==> src/rtl/mem_arbiter_pkg.sv <==
// mem_arbiter_pkg
// Shared definitions for the two-port memory arbiter: FSM state encoding,
// port identifiers used for grant/last_grant, and default bus widths.
package mem_arbiter_pkg;

    localparam int ADDR_W_DEF = 6;
    localparam int DATA_W_DEF = 32;

    // Port identifiers as stored in grant / last_grant
    localparam logic PORT_D = 1'b0;
    localparam logic PORT_I = 1'b1;

    typedef enum logic [1:0] {
        IDLE  = 2'd0,
        ISSUE = 2'd1,
        WAIT  = 2'd2,
        DONE  = 2'd3
    } arb_state_t;

endpackage

==> src/rtl/mem_arbiter_if.sv <==
// mem_arbiter_if
// Bundles the data-cache side, instruction-cache side and memory side of the
// arbiter.
//   slave  : arbiter view (takes cache requests and memory responses,
//            drives cache responses and memory strobes)
//   master : environment view (caches + memory model)
interface mem_arbiter_if
    import mem_arbiter_pkg::*;
#(
    parameter int ADDR_W = ADDR_W_DEF,
    parameter int DATA_W = DATA_W_DEF
);
    // Data cache (read / write-back)
    logic              d_read;
    logic              d_write;
    logic [ADDR_W-1:0] d_address;
    logic [DATA_W-1:0] d_writedata;
    logic [DATA_W-1:0] d_readdata;
    logic              d_busywait;
    // Instruction cache (read only)
    logic              i_read;
    logic [ADDR_W-1:0] i_address;
    logic [DATA_W-1:0] i_readdata;
    logic              i_busywait;
    // Memory
    logic              mem_read;
    logic              mem_write;
    logic [ADDR_W-1:0] mem_address;
    logic [DATA_W-1:0] mem_writedata;
    logic [DATA_W-1:0] mem_readdata;
    logic              mem_busywait;

    modport slave (
        input  d_read, d_write, d_address, d_writedata,
        output d_readdata, d_busywait,
        input  i_read, i_address,
        output i_readdata, i_busywait,
        output mem_read, mem_write, mem_address, mem_writedata,
        input  mem_readdata, mem_busywait
    );

    modport master (
        output d_read, d_write, d_address, d_writedata,
        input  d_readdata, d_busywait,
        output i_read, i_address,
        input  i_readdata, i_busywait,
        input  mem_read, mem_write, mem_address, mem_writedata,
        output mem_readdata, mem_busywait
    );

endinterface

==> src/rtl/mem_arbiter_rr_pick2.sv <==
// mem_arbiter_rr_pick2
// Combinational 2-way round-robin chooser.
//   req[0] = port D request, req[1] = port I request
//   last   = port granted most recently
//   grant  = chosen port (valid only when valid=1)
//   valid  = at least one request present
module mem_arbiter_rr_pick2
    import mem_arbiter_pkg::*;
(
    input  logic [1:0] req,
    input  logic       last,
    output logic       grant,
    output logic       valid
);

    // On a tie the port that did not win last time is chosen
    always_comb begin
        valid = |req;
        grant = PORT_D;
        case (req)
            2'b01:   grant = PORT_D;
            2'b10:   grant = PORT_I;
            2'b11:   grant = ~last;
            default: grant = PORT_D;
        endcase
    end

endmodule

==> src/rtl/mem_arbiter.sv <==
// mem_arbiter
// Shares one block memory between the data cache (port D, read/write) and
// the instruction cache (port I, read only). Accesses are serialised with
// round-robin fairness; a grant is held until the memory access finishes.
// Ports:
//   clock, reset : system clock, synchronous active-high reset
//   bus          : cache-side handshakes and memory-side strobes (slave view)
module mem_arbiter
    import mem_arbiter_pkg::*;
#(
    parameter int ADDR_W = ADDR_W_DEF,
    parameter int DATA_W = DATA_W_DEF
)(
    input  logic         clock,
    input  logic         reset,
    mem_arbiter_if.slave bus
);

    arb_state_t        state_r, state_nxt_s;
    logic              grant_r, grant_nxt_s;
    logic              last_grant_r, last_grant_nxt_s;
    logic              op_write_r, op_write_nxt_s;
    logic [DATA_W-1:0] rdata_r, rdata_nxt_s;
    logic              mem_read_r, mem_read_nxt_s;
    logic              mem_write_r, mem_write_nxt_s;
    logic [ADDR_W-1:0] mem_address_r, mem_address_nxt_s;
    logic [DATA_W-1:0] mem_writedata_r, mem_writedata_nxt_s;

    logic d_req_s, i_req_s;
    logic pick_grant_s, pick_valid_s;

    assign d_req_s = bus.d_read | bus.d_write;
    assign i_req_s = bus.i_read;

    mem_arbiter_rr_pick2 u_pick (
        .req   ({i_req_s, d_req_s}),
        .last  (last_grant_r),
        .grant (pick_grant_s),
        .valid (pick_valid_s)
    );

    // Next-state and datapath next values
    always_comb begin
        state_nxt_s         = state_r;
        grant_nxt_s         = grant_r;
        last_grant_nxt_s    = last_grant_r;
        op_write_nxt_s      = op_write_r;
        rdata_nxt_s         = rdata_r;
        mem_read_nxt_s      = mem_read_r;
        mem_write_nxt_s     = mem_write_r;
        mem_address_nxt_s   = mem_address_r;
        mem_writedata_nxt_s = mem_writedata_r;
        case (state_r)
            IDLE: begin
                if (pick_valid_s) begin
                    grant_nxt_s = pick_grant_s;
                    state_nxt_s = ISSUE;
                    if (pick_grant_s == PORT_I) begin
                        mem_address_nxt_s = bus.i_address;
                        mem_read_nxt_s    = 1'b1;
                        mem_write_nxt_s   = 1'b0;
                        op_write_nxt_s    = 1'b0;
                    end else if (bus.d_write) begin
                        // Write wins if the data cache raises both strobes
                        mem_address_nxt_s   = bus.d_address;
                        mem_writedata_nxt_s = bus.d_writedata;
                        mem_read_nxt_s      = 1'b0;
                        mem_write_nxt_s     = 1'b1;
                        op_write_nxt_s      = 1'b1;
                    end else begin
                        mem_address_nxt_s = bus.d_address;
                        mem_read_nxt_s    = 1'b1;
                        mem_write_nxt_s   = 1'b0;
                        op_write_nxt_s    = 1'b0;
                    end
                end else begin
                    state_nxt_s = IDLE;
                end
            end
            // Memory may raise busywait combinationally off the new strobe,
            // so its busy line is not trusted for one cycle.
            ISSUE: state_nxt_s = WAIT;
            WAIT: begin
                if (!bus.mem_busywait) begin
                    if (!op_write_r) begin
                        rdata_nxt_s = bus.mem_readdata;
                    end else begin
                        rdata_nxt_s = rdata_r;
                    end
                    mem_read_nxt_s   = 1'b0;
                    mem_write_nxt_s  = 1'b0;
                    last_grant_nxt_s = grant_r;
                    state_nxt_s      = DONE;
                end else begin
                    state_nxt_s = WAIT;
                end
            end
            DONE:    state_nxt_s = IDLE;
            default: state_nxt_s = IDLE;
        endcase
    end

    // FSM state register
    always_ff @(posedge clock) begin
        if (reset) begin
            state_r <= IDLE;
        end else begin
            state_r <= state_nxt_s;
        end
    end

    // Grant bookkeeping, read-data holding register and memory-side strobes
    always_ff @(posedge clock) begin
        if (reset) begin
            grant_r         <= PORT_D;
            last_grant_r    <= PORT_I;
            op_write_r      <= 1'b0;
            rdata_r         <= {DATA_W{1'b0}};
            mem_read_r      <= 1'b0;
            mem_write_r     <= 1'b0;
            mem_address_r   <= {ADDR_W{1'b0}};
            mem_writedata_r <= {DATA_W{1'b0}};
        end else begin
            grant_r         <= grant_nxt_s;
            last_grant_r    <= last_grant_nxt_s;
            op_write_r      <= op_write_nxt_s;
            rdata_r         <= rdata_nxt_s;
            mem_read_r      <= mem_read_nxt_s;
            mem_write_r     <= mem_write_nxt_s;
            mem_address_r   <= mem_address_nxt_s;
            mem_writedata_r <= mem_writedata_nxt_s;
        end
    end

    // A requester is released only in DONE of its own grant
    always_comb begin
        bus.d_busywait = d_req_s && !((state_r == DONE) && (grant_r == PORT_D));
        bus.i_busywait = i_req_s && !((state_r == DONE) && (grant_r == PORT_I));
    end

    assign bus.d_readdata    = rdata_r;
    assign bus.i_readdata    = rdata_r;
    assign bus.mem_read      = mem_read_r;
    assign bus.mem_write     = mem_write_r;
    assign bus.mem_address   = mem_address_r;
    assign bus.mem_writedata = mem_writedata_r;

endmodule

==> src/flat_wrapper.sv <==
// flat-port wrapper written by rule: the top's interface ports become plain ports
module mem_arbiter_flat import mem_arbiter_pkg::*;
#(
    parameter int ADDR_W = ADDR_W_DEF,
    parameter int DATA_W = DATA_W_DEF
)
  (clock, reset, bus_d_read, bus_d_write, bus_d_address, bus_d_writedata, bus_d_readdata, bus_d_busywait, bus_i_read, bus_i_address, bus_i_readdata, bus_i_busywait, bus_mem_read, bus_mem_write, bus_mem_address, bus_mem_writedata, bus_mem_readdata, bus_mem_busywait);
  mem_arbiter_if #(.ADDR_W(ADDR_W), .DATA_W(DATA_W)) bus_i ();
  input  logic clock;
  input  logic reset;
  input wire logic [$bits(bus_i.d_read)-1:0] bus_d_read;
  input wire logic [$bits(bus_i.d_write)-1:0] bus_d_write;
  input wire logic [$bits(bus_i.d_address)-1:0] bus_d_address;
  input wire logic [$bits(bus_i.d_writedata)-1:0] bus_d_writedata;
  output wire logic [$bits(bus_i.d_readdata)-1:0] bus_d_readdata;
  output wire logic [$bits(bus_i.d_busywait)-1:0] bus_d_busywait;
  input wire logic [$bits(bus_i.i_read)-1:0] bus_i_read;
  input wire logic [$bits(bus_i.i_address)-1:0] bus_i_address;
  output wire logic [$bits(bus_i.i_readdata)-1:0] bus_i_readdata;
  output wire logic [$bits(bus_i.i_busywait)-1:0] bus_i_busywait;
  output wire logic [$bits(bus_i.mem_read)-1:0] bus_mem_read;
  output wire logic [$bits(bus_i.mem_write)-1:0] bus_mem_write;
  output wire logic [$bits(bus_i.mem_address)-1:0] bus_mem_address;
  output wire logic [$bits(bus_i.mem_writedata)-1:0] bus_mem_writedata;
  input wire logic [$bits(bus_i.mem_readdata)-1:0] bus_mem_readdata;
  input wire logic [$bits(bus_i.mem_busywait)-1:0] bus_mem_busywait;
  assign bus_i.d_read = bus_d_read;
  assign bus_i.d_write = bus_d_write;
  assign bus_i.d_address = bus_d_address;
  assign bus_i.d_writedata = bus_d_writedata;
  assign bus_d_readdata = bus_i.d_readdata;
  assign bus_d_busywait = bus_i.d_busywait;
  assign bus_i.i_read = bus_i_read;
  assign bus_i.i_address = bus_i_address;
  assign bus_i_readdata = bus_i.i_readdata;
  assign bus_i_busywait = bus_i.i_busywait;
  assign bus_mem_read = bus_i.mem_read;
  assign bus_mem_write = bus_i.mem_write;
  assign bus_mem_address = bus_i.mem_address;
  assign bus_mem_writedata = bus_i.mem_writedata;
  assign bus_i.mem_readdata = bus_mem_readdata;
  assign bus_i.mem_busywait = bus_mem_busywait;
  mem_arbiter #(.ADDR_W(ADDR_W), .DATA_W(DATA_W)) u_core (.clock(clock), .reset(reset), .bus(bus_i));
endmodule
==> config.mk <==
export PLATFORM = sky130hd
export DESIGN_NAME = mem_arbiter_flat
export DESIGN_NICKNAME = d
export VERILOG_FILES = /design/src/rtl/mem_arbiter_pkg.sv /design/src/rtl/mem_arbiter_if.sv /design/src/rtl/mem_arbiter_rr_pick2.sv /design/src/rtl/mem_arbiter.sv /design/src/flat_wrapper.sv
export SDC_FILE = /design/constraint.sdc
export NUM_CORES = 1
export LEC_CHECK = 0
export BUFFER_PORTS_ARGS = -buffer_cell sky130_fd_sc_hd__buf_4
export CORE_UTILIZATION = 40
export DETAILED_ROUTE_END_ITERATION = 8
export PLACE_DENSITY_LB_ADDON = 0.12
export SLEW_MARGIN = 20
export SYNTH_ARGS = -nofsm -noshare
export SYNTH_HDL_FRONTEND = slang
export SYNTH_SLANG_ARGS = --single-unit
export TNS_END_PERCENT = 5
==> constraint.sdc <==
create_clock -name clock -period 1.4 [get_ports clock]
set_input_delay 0.21 -clock clock [delete_from_list [all_inputs] [get_ports clock]]
set_output_delay 0.21 -clock clock [all_outputs]
set_load 0.05 [all_outputs]
# After elaboration in Yosys (flattened, before gate mapping)
# Index checks and enable logic that the tools add are counted.
[word_totals] register_bits=77 output_inout_bits=106
[op_classes] n_eq_ne=7 muxes=14 bitwise_logic=6 reduce_logical=14
[op_table] cell="1-bit two-way mux" count=9
[op_table] cell="2-bit == test (second input constant)" count=4
[op_table] cell="2-bit one-hot mux with 4 select lines" count=1
[op_table] cell="6-bit two-way mux" count=1
[op_table] cell="1-bit one-hot mux with 2 select lines" count=3
[op_table] cell="3-bit AND reduction" count=2
[op_table] cell="1-bit NOT" count=5
[op_table] cell="1-bit logical AND" count=4
[op_table] cell="2-bit AND reduction" count=2
[op_table] cell="4-bit AND reduction" count=1
[op_table] cell="2-bit by 1-bit == test with 1-bit output (second input constant)" count=1
[op_table] cell="1-bit logical NOT" count=2
[op_table] cell="2-bit logical NOT" count=1
[op_table] cell="2-bit by 1-bit != test with 1-bit output (second input constant)" count=1
[op_table] cell="2-bit != test (second input constant)" count=1
[op_table] cell="2-bit nonzero test" count=1
[op_table] cell="2-bit OR reduction" count=1
[op_table] cell="1-bit OR" count=1

# Depth between registers and ports, before layout
[depth] ltp_word=6 depth_mapped=7

# Modules after synthesis
# From an unflattened synthesis, not the netlist that was laid out.
[hier_totals] hier_cells=382 hier_area_um2=3131.8
[modules_own_cells] module="mem_arbiter" instances=1 cells_each=380 area_per_inst_um2=3118.0
[modules_own_cells] module="mem_arbiter_rr_pick2" instances=1 cells_each=2 area_per_inst_um2=13.8

# Least setup slack after synthesis
# Ideal clock, no wire load.
[synth_timing] path_kind="in2out" from="input port bus_d_write" to="output port bus_d_busywait" arrival_time_ns=1.329 required_ns=1.190 setup_slack_ns=-0.139 stages=4 cell_sequence="buf_4 -> buf_2 -> nor2_1 -> a21oi_1"
[synth_between] elab_chain_len=2
[synth_rtl] element="start: declaration" line_no="flat_wrapper.sv:12" source="input wire logic [$bits(bus_i.d_write)-1:0] bus_d_write;"
[synth_rtl] element="1-bit OR" line_no="mem_arbiter.sv:32" source="assign d_req_s = bus.d_read | bus.d_write;"
[synth_rtl] element="1-bit logical AND" line_no="mem_arbiter.sv:137" source="bus.d_busywait = d_req_s && !((state_r == DONE) && (grant_r == PORT_D));"
[synth_rtl] element="end: declaration" line_no="flat_wrapper.sv:16" source="output wire logic [$bits(bus_i.d_busywait)-1:0] bus_d_busywait;"
# Every way passes these cells.

# Worst setup path after layout
[layout_timing] from="register u_core.state_r[0]" to="output port bus_i_busywait"
[layout_between] elab_chain_len=4
[layout_rtl] element="start: declaration" line_no="mem_arbiter.sv:19" source="arb_state_t state_r, state_nxt_s;"
[layout_rtl] element="start signal: assignment" line_no="mem_arbiter.sv:108" source="state_r <= state_nxt_s;"
[layout_rtl] element="2-bit == test" line_no="mem_arbiter.sv:138" source="bus.i_busywait = i_req_s && !((state_r == DONE) && (grant_r == PORT_I));"
[layout_rtl] element="1-bit logical AND" line_no="mem_arbiter.sv:138"
[layout_rtl] element="1-bit logical NOT" line_no="mem_arbiter.sv:138"
[layout_rtl] element="1-bit logical AND" line_no="mem_arbiter.sv:138"
[layout_rtl] element="end: declaration" line_no="flat_wrapper.sv:20" source="output wire logic [$bits(bus_i.i_busywait)-1:0] bus_i_busywait;"
# Every way passes these cells.

==> results.sh <==
export IMPL_run_status="finished, violations left"
export IMPL_failed_checks="negative setup slack"
export IMPL_ys_top_cells_by_area="sky130_fd_sc_hd__dfxtp_1 (45%), sky130_fd_sc_hd__a21oi_1 (10%), sky130_fd_sc_hd__o2111ai_1 (8.2%)"
export IMPL_crit_slowest_cell="sky130_fd_sc_hd__dfxtp_2"
export IMPL_core_rowCount=33
export IMPL_synthFlopType="sky130_fd_sc_hd__dfxtp_1"
export IMPL_regToRegEndpoint="u_core.bus.d_readdata[16]"
export IMPL_port_buffers=187
export IMPL_yosys_cell_count_top_type="sky130_fd_sc_hd__dfxtp_1"
export IMPL_num_nets_final=632
export IMPL_yosysTopAreaCellShare_pct=45.2
export IMPL_setup_viol_count_final=3
export IMPL_whs_path_depth=3
export IMPL_final_setup_worst_slack_ps=-28.3
export IMPL_route_antenna_remaining_nets=0
export IMPL_layout_drive_gt1_share_pct=43.6
export IMPL_finalClockSkew_ps=8.21
export IMPL_dieArea_um2=8890
export IMPL_kind_of_start_point_of_the_critical_path="flip-flop"
export IMPL_worstHoldPathType="input port to flip-flop"
export IMPL_critical_path_peak_fanout=2
export IMPL_asr_flop_ratio_synth_pct=0
export IMPL_htree_levels=3
export IMPL_numClockSinks=77
export IMPL_filler_cell_count=728
export IMPL_post_drt_wl_per_cell_um=14.1
export IMPL_dpl_hpwl_mm=6.33
export IMPL_static_leakage_power_nw=2.10
export IMPL_clkSlewWorstSetupHoldPaths_ps=80
export IMPL_worst_endpoint_arrival_ps=1220
export IMPL_chipWidth_um=94.3
export IMPL_postCtsHoldBufs=0
export IMPL_finalInstanceArea_um2=5000
export IMPL_insertedDiodeCount=0
export IMPL_cts_made_buffers=9
export IMPL_design_portCount=188
export IMPL_synth_net_count=491
export IMPL_netlist_instances=406
export IMPL_post_route_drc_count=0
export IMPL_critical_path_cell_chain="ha_2 > a21oi_4 > buf_8"
export IMPL_crit_cells=3
export IMPL_placed_cell_area_um2=4700
export IMPL_total_grt_usage_pct=20.0
export IMPL_cts_root_to_sink_buffers=2
export IMPL_number_of_global_route_vias_before_repair=3069
export IMPL_synth_cell_type_count=31
export IMPL_globalRoute_busiestLayer="met2"
export IMPL_clock_insertion_delay_worst_skew_ps=340
export IMPL_crit_path_end_kind="primary output"
export IMPL_hold_viol=0
export IMPL_fin_worst_hold_slack_ps=111
export IMPL_setup_tns_ps=-62.4
export IMPL_fp_coreArea_um2=8220
export IMPL_place_gp_congestion=0.753
export IMPL_max_freq_mhz=700
export IMPL_gr_usage_met2_pct=34.2
export IMPL_antenna_violations_before_repair=0
export IMPL_yosysSeqAreaShare_pct=45.2
export IMPL_detail_route_vias_per_cell=5.25
export IMPL_totalWireLength_mm=9.27
export IMPL_grt_pass1_wl_mm=14.1
export IMPL_synth_edff_count=0
export IMPL_yosys_top_cells_count="sky130_fd_sc_hd__dfxtp_1 (77), sky130_fd_sc_hd__a21oi_1 (68), sky130_fd_sc_hd__nand2_1 (66)"
export IMPL_post_synth_top_area_cell="sky130_fd_sc_hd__dfxtp_1"
export IMPL_globalRouteMet3Util_pct=4.77
export IMPL_pre_cts_ws_ps=-48.3
export IMPL_slew_headroom_pct=75.0
export IMPL_crit_buf_inv=1
export IMPL_worst_ep_required_time_ps=1190
export IMPL_cts_setup_buffers=0
export IMPL_crit_family="flip-flops"
export IMPL_syn_avg_cell_area_um2=8.39
export IMPL_route_vias_total=3446
export IMPL_grt_use_met1_pct=23.8
export IMPL_drtIter0Drc=103
export IMPL_max_stage_delay_ps=340
export IMPL_timing_final_crit_share_pct=102
export IMPL_pwr_density_cell_nw_per_um2=1470
export IMPL_grt_start_max_net_pins=37
export IMPL_synth_seq_cells=77
export IMPL_rr_startpoint="u_core.state_r[0]"
export IMPL_worst_pin_slew_ps=375
export IMPL_period_minus_slack_ps=1430
export IMPL_die_height_um=94.3
export IMPL_cap_violations=0
export IMPL_worst_r2r_path_cells=6
export IMPL_tritoncts="built"
export IMPL_ir_drop_uv=839
export IMPL_start_util_pct=41.5
export IMPL_firstDrtPassIters=4
export IMPL_layout_area_overhead_vs_synth_pct=46.7
export IMPL_cts_root_buffer_cell="sky130_fd_sc_hd__clkbuf_8"
export IMPL_timing_setup_critical_path_class="flip-flop to primary output"
export IMPL_hp_start="bus_mem_readdata[1]"
export IMPL_overflow=0
export IMPL_report_final_slew_viol_count=0
export IMPL_synth_cell_area_um2=3410
export IMPL_rsz0062_at_grt="true"
export IMPL_yosys_warns=0
export IMPL_min_to="u_core.bus.d_readdata[1]"
export IMPL_worst_r2r_setup_slack_ps=-10
==> cell type report <==
class                           count  area [µm²]  share of cell area [%]
Multi-Input combinational cell    253        1480                    29.5
Sequential cell                    77        1540                    30.9
Clock inverter                      6        88.8                    1.78
Timing Repair Buffer              202        1620                    32.4
Inverter                            4        15.0                   0.300
Tap cell                          105         131                    2.63
Clock buffer                        9         124                    2.48
==> worst register-to-register path, delay by kind of cell, from the launching register on <==
kind                       cells  cell delay (ps)
DFF                            1              340
adders and majority gates      1              170
AOI/OAI and AO/OA              1               60
and+or+nand+nor                2              480
buffers and inverters          2              230
==> registers in the layout, indices dropped and copies added, names as in the netlist <==
register	cells
u_core.bus.d_readdata	32
u_core.bus.mem_read	1
u_core.bus.mem_writedata	32
u_core.bus.mem_address	6
u_core.bus.mem_write	1
u_core.state_r	2
u_core.op_write_r	1
u_core.grant_r	1
u_core.last_grant_r	1
==> worst max-delay path by stage <==
stage,start,to,slack [ps]
floorplan,u_core.state_r[0],bus_i_busywait,-110
global placement,u_core.state_r[0],u_core.bus.mem_address[3],0.6
detailed placement,u_core.state_r[0],u_core.bus.mem_address[1],-50
CTS,u_core.state_r[0],u_core.bus.d_readdata[14],-30
global route,u_core.state_r[0],u_core.bus.d_readdata[16],-70
finish,u_core.state_r[0],bus_i_busywait,-30
==> metrics by stage <==
stage / instances / util [%] / total power, mW
after floorplan: 406 / - / 4.65
after global routing: 656 / 60.8 / 7.71
after CTS: 656 / 60.1 / 7.38
final: 656 / 60.8 / 7.35
after detailed placement: 641 / 57.2 / 5.56
after global placement: 641 / 57.2 / 5.53
==> timing repair <==
action,in CTS,in global routing
endpoints found under the setup margin,69,64
resized for setup,8,17
pin swaps,2,0
==> report_power, final <==
group	switching (mW)	leakage [nW]	internal (mW)
Clock	0.804	0.101	0.993
Sequential	0.169	0.629	2.46
Combinational	1.90	1.37	1.03
==> routing by layer <==
layer,wire (µm),vias up,part of all wire (%)
li1,-,1685,-
met1,3900,1593,42
met2,4460,153,48
met3,731,15,7.9
met4,176,0,1.9
met5,0,-,0
==> layout by cell type, fill, tap and decap left out, types with 2 or more instances in the layout <==
| cell type | count |
|---|---|
| sky130_fd_sc_hd__buf_4 | 192 |
| sky130_fd_sc_hd__dfxtp_1 | 75 |
| sky130_fd_sc_hd__nand2_1 | 66 |
| sky130_fd_sc_hd__a21oi_1 | 56 |
| sky130_fd_sc_hd__o21ai_0 | 34 |
| sky130_fd_sc_hd__o2111ai_1 | 32 |
| sky130_fd_sc_hd__nor2_1 | 11 |
| sky130_fd_sc_hd__a21oi_2 | 11 |
| sky130_fd_sc_hd__clkbuf_8 | 9 |
| sky130_fd_sc_hd__buf_12 | 7 |
| sky130_fd_sc_hd__nand3_1 | 6 |
| sky130_fd_sc_hd__a311oi_1 | 6 |
| sky130_fd_sc_hd__nand2b_1 | 5 |
| sky130_fd_sc_hd__o21ai_1 | 4 |
| sky130_fd_sc_hd__inv_1 | 3 |
| sky130_fd_sc_hd__nor2b_1 | 3 |
| sky130_fd_sc_hd__ha_2 | 3 |
| sky130_fd_sc_hd__o32ai_1 | 2 |
| sky130_fd_sc_hd__clkinvlp_4 | 2 |
| sky130_fd_sc_hd__bufinv_16 | 2 |
| sky130_fd_sc_hd__buf_6 | 2 |
| sky130_fd_sc_hd__dfxtp_2 | 2 |
==> cells by family after synthesis <==
family / synth area share, %
compound gates: 27.6
fa+ha+maj: 1.10
buf+inv: 13.6
flops: 45.2
simple gates: 12.4
Note: power is estimated with default switching activity, not from simulation.
